<file path="config.mk">
export PLATFORM = sky130hd
export DESIGN_NAME = avalon_arbiter_2m
export DESIGN_NICKNAME = d
export VERILOG_FILES = /design/src/rtl/avalon_arbiter_2m.sv
export SDC_FILE = /design/constraint.sdc
export NUM_CORES = 1
export LEC_CHECK = 0
export CAP_MARGIN = 20
export CORE_AREA = 10 10 114 116
export DETAILED_ROUTE_END_ITERATION = 10
export DIE_AREA = 0 0 124 126
export HOLD_SLACK_MARGIN = 0.03
export PLACE_DENSITY = 0.75
export SYNTH_ARGS = -nofsm -noshare
export SYNTH_HDL_FRONTEND = slang
export SYNTH_SLANG_ARGS = --single-unit
</file>
<file path="constraint.sdc">
create_clock -name clk -period 1.7 [get_ports clk]
set_input_delay 0.34 -clock clk [delete_from_list [all_inputs] [get_ports clk]]
set_output_delay 0.34 -clock clk [all_outputs]
set_load 0.005 [all_outputs]
</file>
<file path="src/rtl/avalon_arbiter_2m.sv">
// rtl/avalon_arbiter_2m.sv - two-master Avalon-MM arbiter granting whole transactions to one slave
// Optional round-robin tie-break enabled by defining AVALON_ARB_ROUND_ROBIN_EN.
module avalon_arbiter_2m #(
  parameter int ADDR_W = 32,
  parameter int DATA_W = 32
) (
  input  logic                clk,
  input  logic                reset,
  input  logic [ADDR_W-1:0]   m0_address,
  input  logic                m0_read,
  input  logic                m0_write,
  input  logic [DATA_W-1:0]   m0_writedata,
  input  logic [DATA_W/8-1:0] m0_byteenable,
  output logic [DATA_W-1:0]   m0_readdata,
  output logic                m0_waitrequest,
  input  logic [ADDR_W-1:0]   m1_address,
  input  logic                m1_read,
  input  logic                m1_write,
  input  logic [DATA_W-1:0]   m1_writedata,
  input  logic [DATA_W/8-1:0] m1_byteenable,
  output logic [DATA_W-1:0]   m1_readdata,
  output logic                m1_waitrequest,
  output logic [ADDR_W-1:0]   s_address,
  output logic                s_read,
  output logic                s_write,
  output logic [DATA_W-1:0]   s_writedata,
  output logic [DATA_W/8-1:0] s_byteenable,
  input  logic [DATA_W-1:0]   s_readdata,
  input  logic                s_waitrequest,
  output logic [1:0]          grant
);

  typedef enum logic [1:0] {
    IDLE = 2'd0,
    GNT0 = 2'd1,
    GNT1 = 2'd2
  } state_t;

  state_t state;
  state_t next_state;
  logic   req0;
  logic   req1;
  logic   tie_to_m1;

  assign req0 = m0_read | m0_write;
  assign req1 = m1_read | m1_write;

`ifdef AVALON_ARB_ROUND_ROBIN_EN
  // 1 = m1 owned the slave most recently; ties go to the other master.
  logic last_grant;

  always_ff @(posedge clk or posedge reset) begin
    if (reset) begin
      last_grant <= 1'b1;
    end else if (state == IDLE && next_state != IDLE) begin
      last_grant <= (next_state == GNT1);
    end
  end

  assign tie_to_m1 = ~last_grant;
`else
  assign tie_to_m1 = 1'b0;
`endif

  always_ff @(posedge clk or posedge reset) begin
    if (reset) begin
      state <= IDLE;
      grant <= 2'b00;
    end else begin
      state <= next_state;
      grant <= {next_state == GNT1, next_state == GNT0};
    end
  end

  always_comb begin
    next_state = state;
    case (state)
      IDLE: begin
        if (req0 && req1) begin
          next_state = tie_to_m1 ? GNT1 : GNT0;
        end else if (req0) begin
          next_state = GNT0;
        end else if (req1) begin
          next_state = GNT1;
        end
      end
      // Leave on completion or when the owner abandons its request.
      GNT0: if (!(req0 && s_waitrequest)) next_state = IDLE;
      GNT1: if (!(req1 && s_waitrequest)) next_state = IDLE;
      default: next_state = IDLE;
    endcase
  end

  always_comb begin
    s_address      = '0;
    s_read         = 1'b0;
    s_write        = 1'b0;
    s_writedata    = '0;
    s_byteenable   = '0;
    m0_waitrequest = 1'b1;
    m1_waitrequest = 1'b1;
    case (state)
      GNT0: begin
        s_address      = m0_address;
        s_read         = m0_read;
        s_write        = m0_write;
        s_writedata    = m0_writedata;
        s_byteenable   = m0_byteenable;
        m0_waitrequest = s_waitrequest;
      end
      GNT1: begin
        s_address      = m1_address;
        s_read         = m1_read;
        s_write        = m1_write;
        s_writedata    = m1_writedata;
        s_byteenable   = m1_byteenable;
        m1_waitrequest = s_waitrequest;
      end
      default: ;
    endcase
  end

  assign m0_readdata = s_readdata;
  assign m1_readdata = s_readdata;

endmodule

</file>
# Yosys cells after proc, flatten, opt, wreduce, memory -nomap -nowiden

Cells that the tools add are included.

Logic and storage cells: 25
Output and inout port bits: 138
Register bits: 4
Input bits: 175

Equality and inequality tests: 4
Mux-type cells: 13
Bitwise logic cells: 2
Reduce and logical (&&, ||, !) cells: 4

Operators with widths:

| operator                                            | number |
|---|---|
| case mux 32 bit (2 select lines)                    | 2 |
| two-way mux 2 bit                                   | 5 |
| case mux 4 bit (2 select lines)                     | 1 |
| case mux 2 bit (3 select lines)                     | 1 |
| equality test 2 x 1 -> 1 bit, second input constant | 2 |
| equality test 2 bit, second input constant          | 2 |
| case mux 1 bit (2 select lines)                     | 2 |
| logical AND 1 bit                                   | 3 |
| logical NOT 2 bit                                   | 1 |
| two-way mux 1 bit                                   | 2 |
| OR 1 bit                                            | 2 |

# Depth between registers and ports, before layout

Gate-level depths: netlist of run 1.

Word-level depth: 6
Gate-level depth with buffers: 6
Gate-level depth less buffers: 5

# Least setup slack after synthesis of run 1

Ideal clock, no wire load.

Path type: reg-to-output
From: register state[0]
To: output port s_address[13]
Path slack: 0.052 ns
Cell stages (with the launch flop): 7
Arrival time: 1.308 ns
Cells stage by stage: dfrtp_1 -> inv_1 -> ha_1 -> buf_2 -> clkbuf_1 -> a22oi_1 -> nor2b_1

Cells in the longest elaborated chain, start to end: 2

Ends and longest elaborated chain:

| what                                                                       | line | RTL |
|---|---|---|
| start: declaration                                                         | 39   | `state_t state;` |
| start signal: assignment                                                   | 70   | `state <= next_state;` |
| equality test 2 bit / equality test 2 x 1 -> 1 bit (equally long branches) | 102  | `case (state)` |
| case mux 32 bit (2 select lines) (*)                                       | 102  |  |
| end: declaration                                                           | 23   | `output logic [ADDR_W-1:0] s_address,` |

Mark *: on every way between the ends. The rest lies on a longest branch, timed or not.

# Worst setup path after layout of run 1

From: register state[0]
To: output port s_address[8]

The elaborated chain is that of the path after synthesis.

==> results of run 1 <==
stage by stage:
stage               instances  setup TNS (ns)  power (mW)
global placement          544          -22.93       3.801
finish                    615          -17.53       6.150
CTS                       577          -21.55       5.117
floorplan                 259               0       1.881
detailed placement        544          -26.19       3.889
global route              615          -21.68       6.524
state kept, by name, summed over array words and instances (netlist names):
name	cells
grant	2
state	2
cell usage in the layout, fill, tap and decap left out, types with 3 or more instances in the layout:
| cell | count |
|---|---|
| clkdlybuf4s50_1 | 144 |
| a22oi_2 | 70 |
| nor2b_1 | 68 |
| buf_2 | 55 |
| buf_6 | 37 |
| buf_4 | 22 |
| clkbuf_2 | 15 |
| buf_12 | 13 |
| clkbuf_16 | 10 |
| nor2b_2 | 4 |
| dfrtp_1 | 4 |
| ha_4 | 3 |
| clkbuf_8 | 3 |
routing by layer:
metal	wire (um)	global-route usage	vias to the layer above
met5	0	0	-
met2	7456	0.2725	177
met3	1528	0.05943	45
li1	-	-	1289
met1	4655	0.1279	1353
met4	439	0.04472	0
critical path: stages (launching register included):
cell and delay [ns]:
dfrtp_1 0.41, buf_6 0.14, ha_4 0.20, buf_4 0.15, clkbuf_16 0.15, buf_4 0.13, a22oi_2 0.13, nor2b_1 0.06
buf_2 0.13
logic make-up after synthesis:
family | Yosys count
DFF | 4
buffers and inverters | 90
AOI/OAI and AO/OA | 78
adders and majority gates | 4
and+or+nand+nor | 83
repair_timing:
action / in CTS / in global routing
buffers inserted: 25 / 33
cloned: 5 / 13
endpoints found under the setup margin: 75 / 76
hold endpoints to repair: 0 / 0
pin swaps: 10 / 40
gates resized for setup: 298 / 113
cell type report:
type                       count  share of cell area
timing repair buffer         300              0.6049
multi-input combinational    165              0.3280
tap                          140             0.03587
sequential                     4             0.02050
clock buffer                   3            0.008455
inverter                       3            0.002306
power breakdown:
group	internal (mW)	total (mW)	switching [mW]
combinational	3.40	5.80	2.40
sequential	0.129	0.152	0.0232
clock	0.151	0.197	0.0459
total	3.68	6.15	2.47
worst max-delay path by stage:
| stage | slack (ns) | from | to | depth (start not counted) |
|---|---|---|---|---|
| after CTS | -0.52 | state[0] | s_writedata[26] | 6 |
| final | -0.34 | state[0] | s_address[8] | 8 |
| after global placement | -0.38 | state[1] | s_writedata[25] | 5 |
| after detailed placement | -0.41 | state[1] | s_address[0] | 5 |
| after global routing | -0.39 | state[1] | s_writedata[11] | 8 |
| after floorplan | 0.05 | state[0] | s_address[13] | 6 |
==> out/metrics.yaml, run 1 <==
global_route:
  antenna_found_initial: 0
  grt_max_degree: 38
  grt_remaining_overflow: 0
  grt.total_usage: 0.1413
  grt_pass1_vias: 3041
  grt_pass1_wl_um: 17480
sta:
  finalHoldViolCount: 0
  max_slew_margin: 0.7509
  postLayoutSetupSlackWorst_ns: -0.3439
  post-route-period-util: 1.202
  timing.final.max_slew_violations: 0
  grt_setup_unrepaired: "true"
  finalCriticalPeriod_ns: 2.044
  holdWs_ns: 0.3225
  finClkSkew_ns: 0.0003319
  fmax_mhz: 489.3
  setup_violations: 76
  tightest_slew_ns: 0.3705
synth:
  synthSimpleGateAreaFrac: 0.2794
  synth_top_area_frac: 0.2869
  synth_fa_ha_area_frac: 0.02732
  synth_cells: 259
  synth_xor_area_frac: 0
  ys_ff_latch: 4
  synth_warnings: 0
  synth_nets: 438
  synth_flop_cell: "dfrtp_1"
  synth.most_common_cell: "nor2b_1"
  synth.area.mux_share: 0
  synth-edff-count: 0
  synth_top_family_by_area: "compound AO/OA/AOI/OAI gates"
  netlist_area_um2: 1832
  synth_compound_gate_area_share: 0.3217
  synth_top_cell_by_area: "a22oi_1"
  synth_common_cells: "nor2b_1 (73), a22oi_1 (70), buf_4 (64)"
  syn_avg_cell_area_um2: 7.072
  synthArstFlopShare: 1.000
  synth.area.top_cells: "a22oi_1 (29%), buf_4 (26%), nor2b_1 (25%)"
  ys_types: 21
  synth_seq_area_share: 0.05464
setup_path:
  r2r_cells: 8
  worst_setup_path_start_kind: "register"
  r2r_end: "grant[1]"
  end_kind: "output port"
  critPathKind: "reg2out"
  critical_path.max_fanout: 6
  r2r-start: "state[1]"
  critPathRequiredTime_ns: 1.36
  cp.arrival_ns: 1.70
  rrSetupSlack_ns: -0.20
cells_and_area:
  fin_util: 0.4565
  drive_above_1_share: 0.5137
  final_cell_area_um2: 4883
  multiInputGateArea_um2: 1602
  fillers: 973
  antennaDiodeCount: 0
  area_growth_pct: 166.6
  fin_nets: 656
  ff_latch_area_um2: 100.1
clock_tree:
  cts_made_buffers: 3
  holdBufCountCts: 0
  clkTransAtPathRegs_ns: 0.03
  clockRootBuffer: "clkbuf_8"
  clk_path_buf_depth: 2
  clkSinkCount: 4
  tritoncts: "done"
  cts_max_level: 1
  clock_latency_ns: 0.22
pwr:
  peakVddDrop_uv: 485.9
  power_density_nw_per_um2: 1259
  power_leakage_nw: 2.013
routing:
  drt_iter0_markers: 77
  wire_per_inst_um: 22.89
  drt_first_pass_iters: 4
  viasPerCell: 4.657
  wirelength_um: 14080
  drc: 0
  via_count: 2864
  antenna_left: 0
run:
  drv_cap: 0
run_status:
  outcome: "finished, violations left"
  violations: "setup timing"
floorplanning:
  die_x_um: 124
  design.portCount: 313
  dieArea_um2: 15620
  initial_core_util: 0.1712
  fp.dieH_um: 126
  core.rowCount: 38
  core_area_um2: 10700
place:
  port_buffers: 216
  dp_hpwl_um: 9026
  gp_congestion: 0.8821
  dp_slack_ns: -0.4057
  place_area_um2: 3800
hold_path:
  holdCritPathClass: "in2async"
(Power assumes the default switching activity.)
==> inputs of run 2 (changes only) <==
GPL_ROUTABILITY_DRIVEN = 0   (was default)
==> results of run 2 <==
Final layout, timing and power as in run 1 (identical DEF).
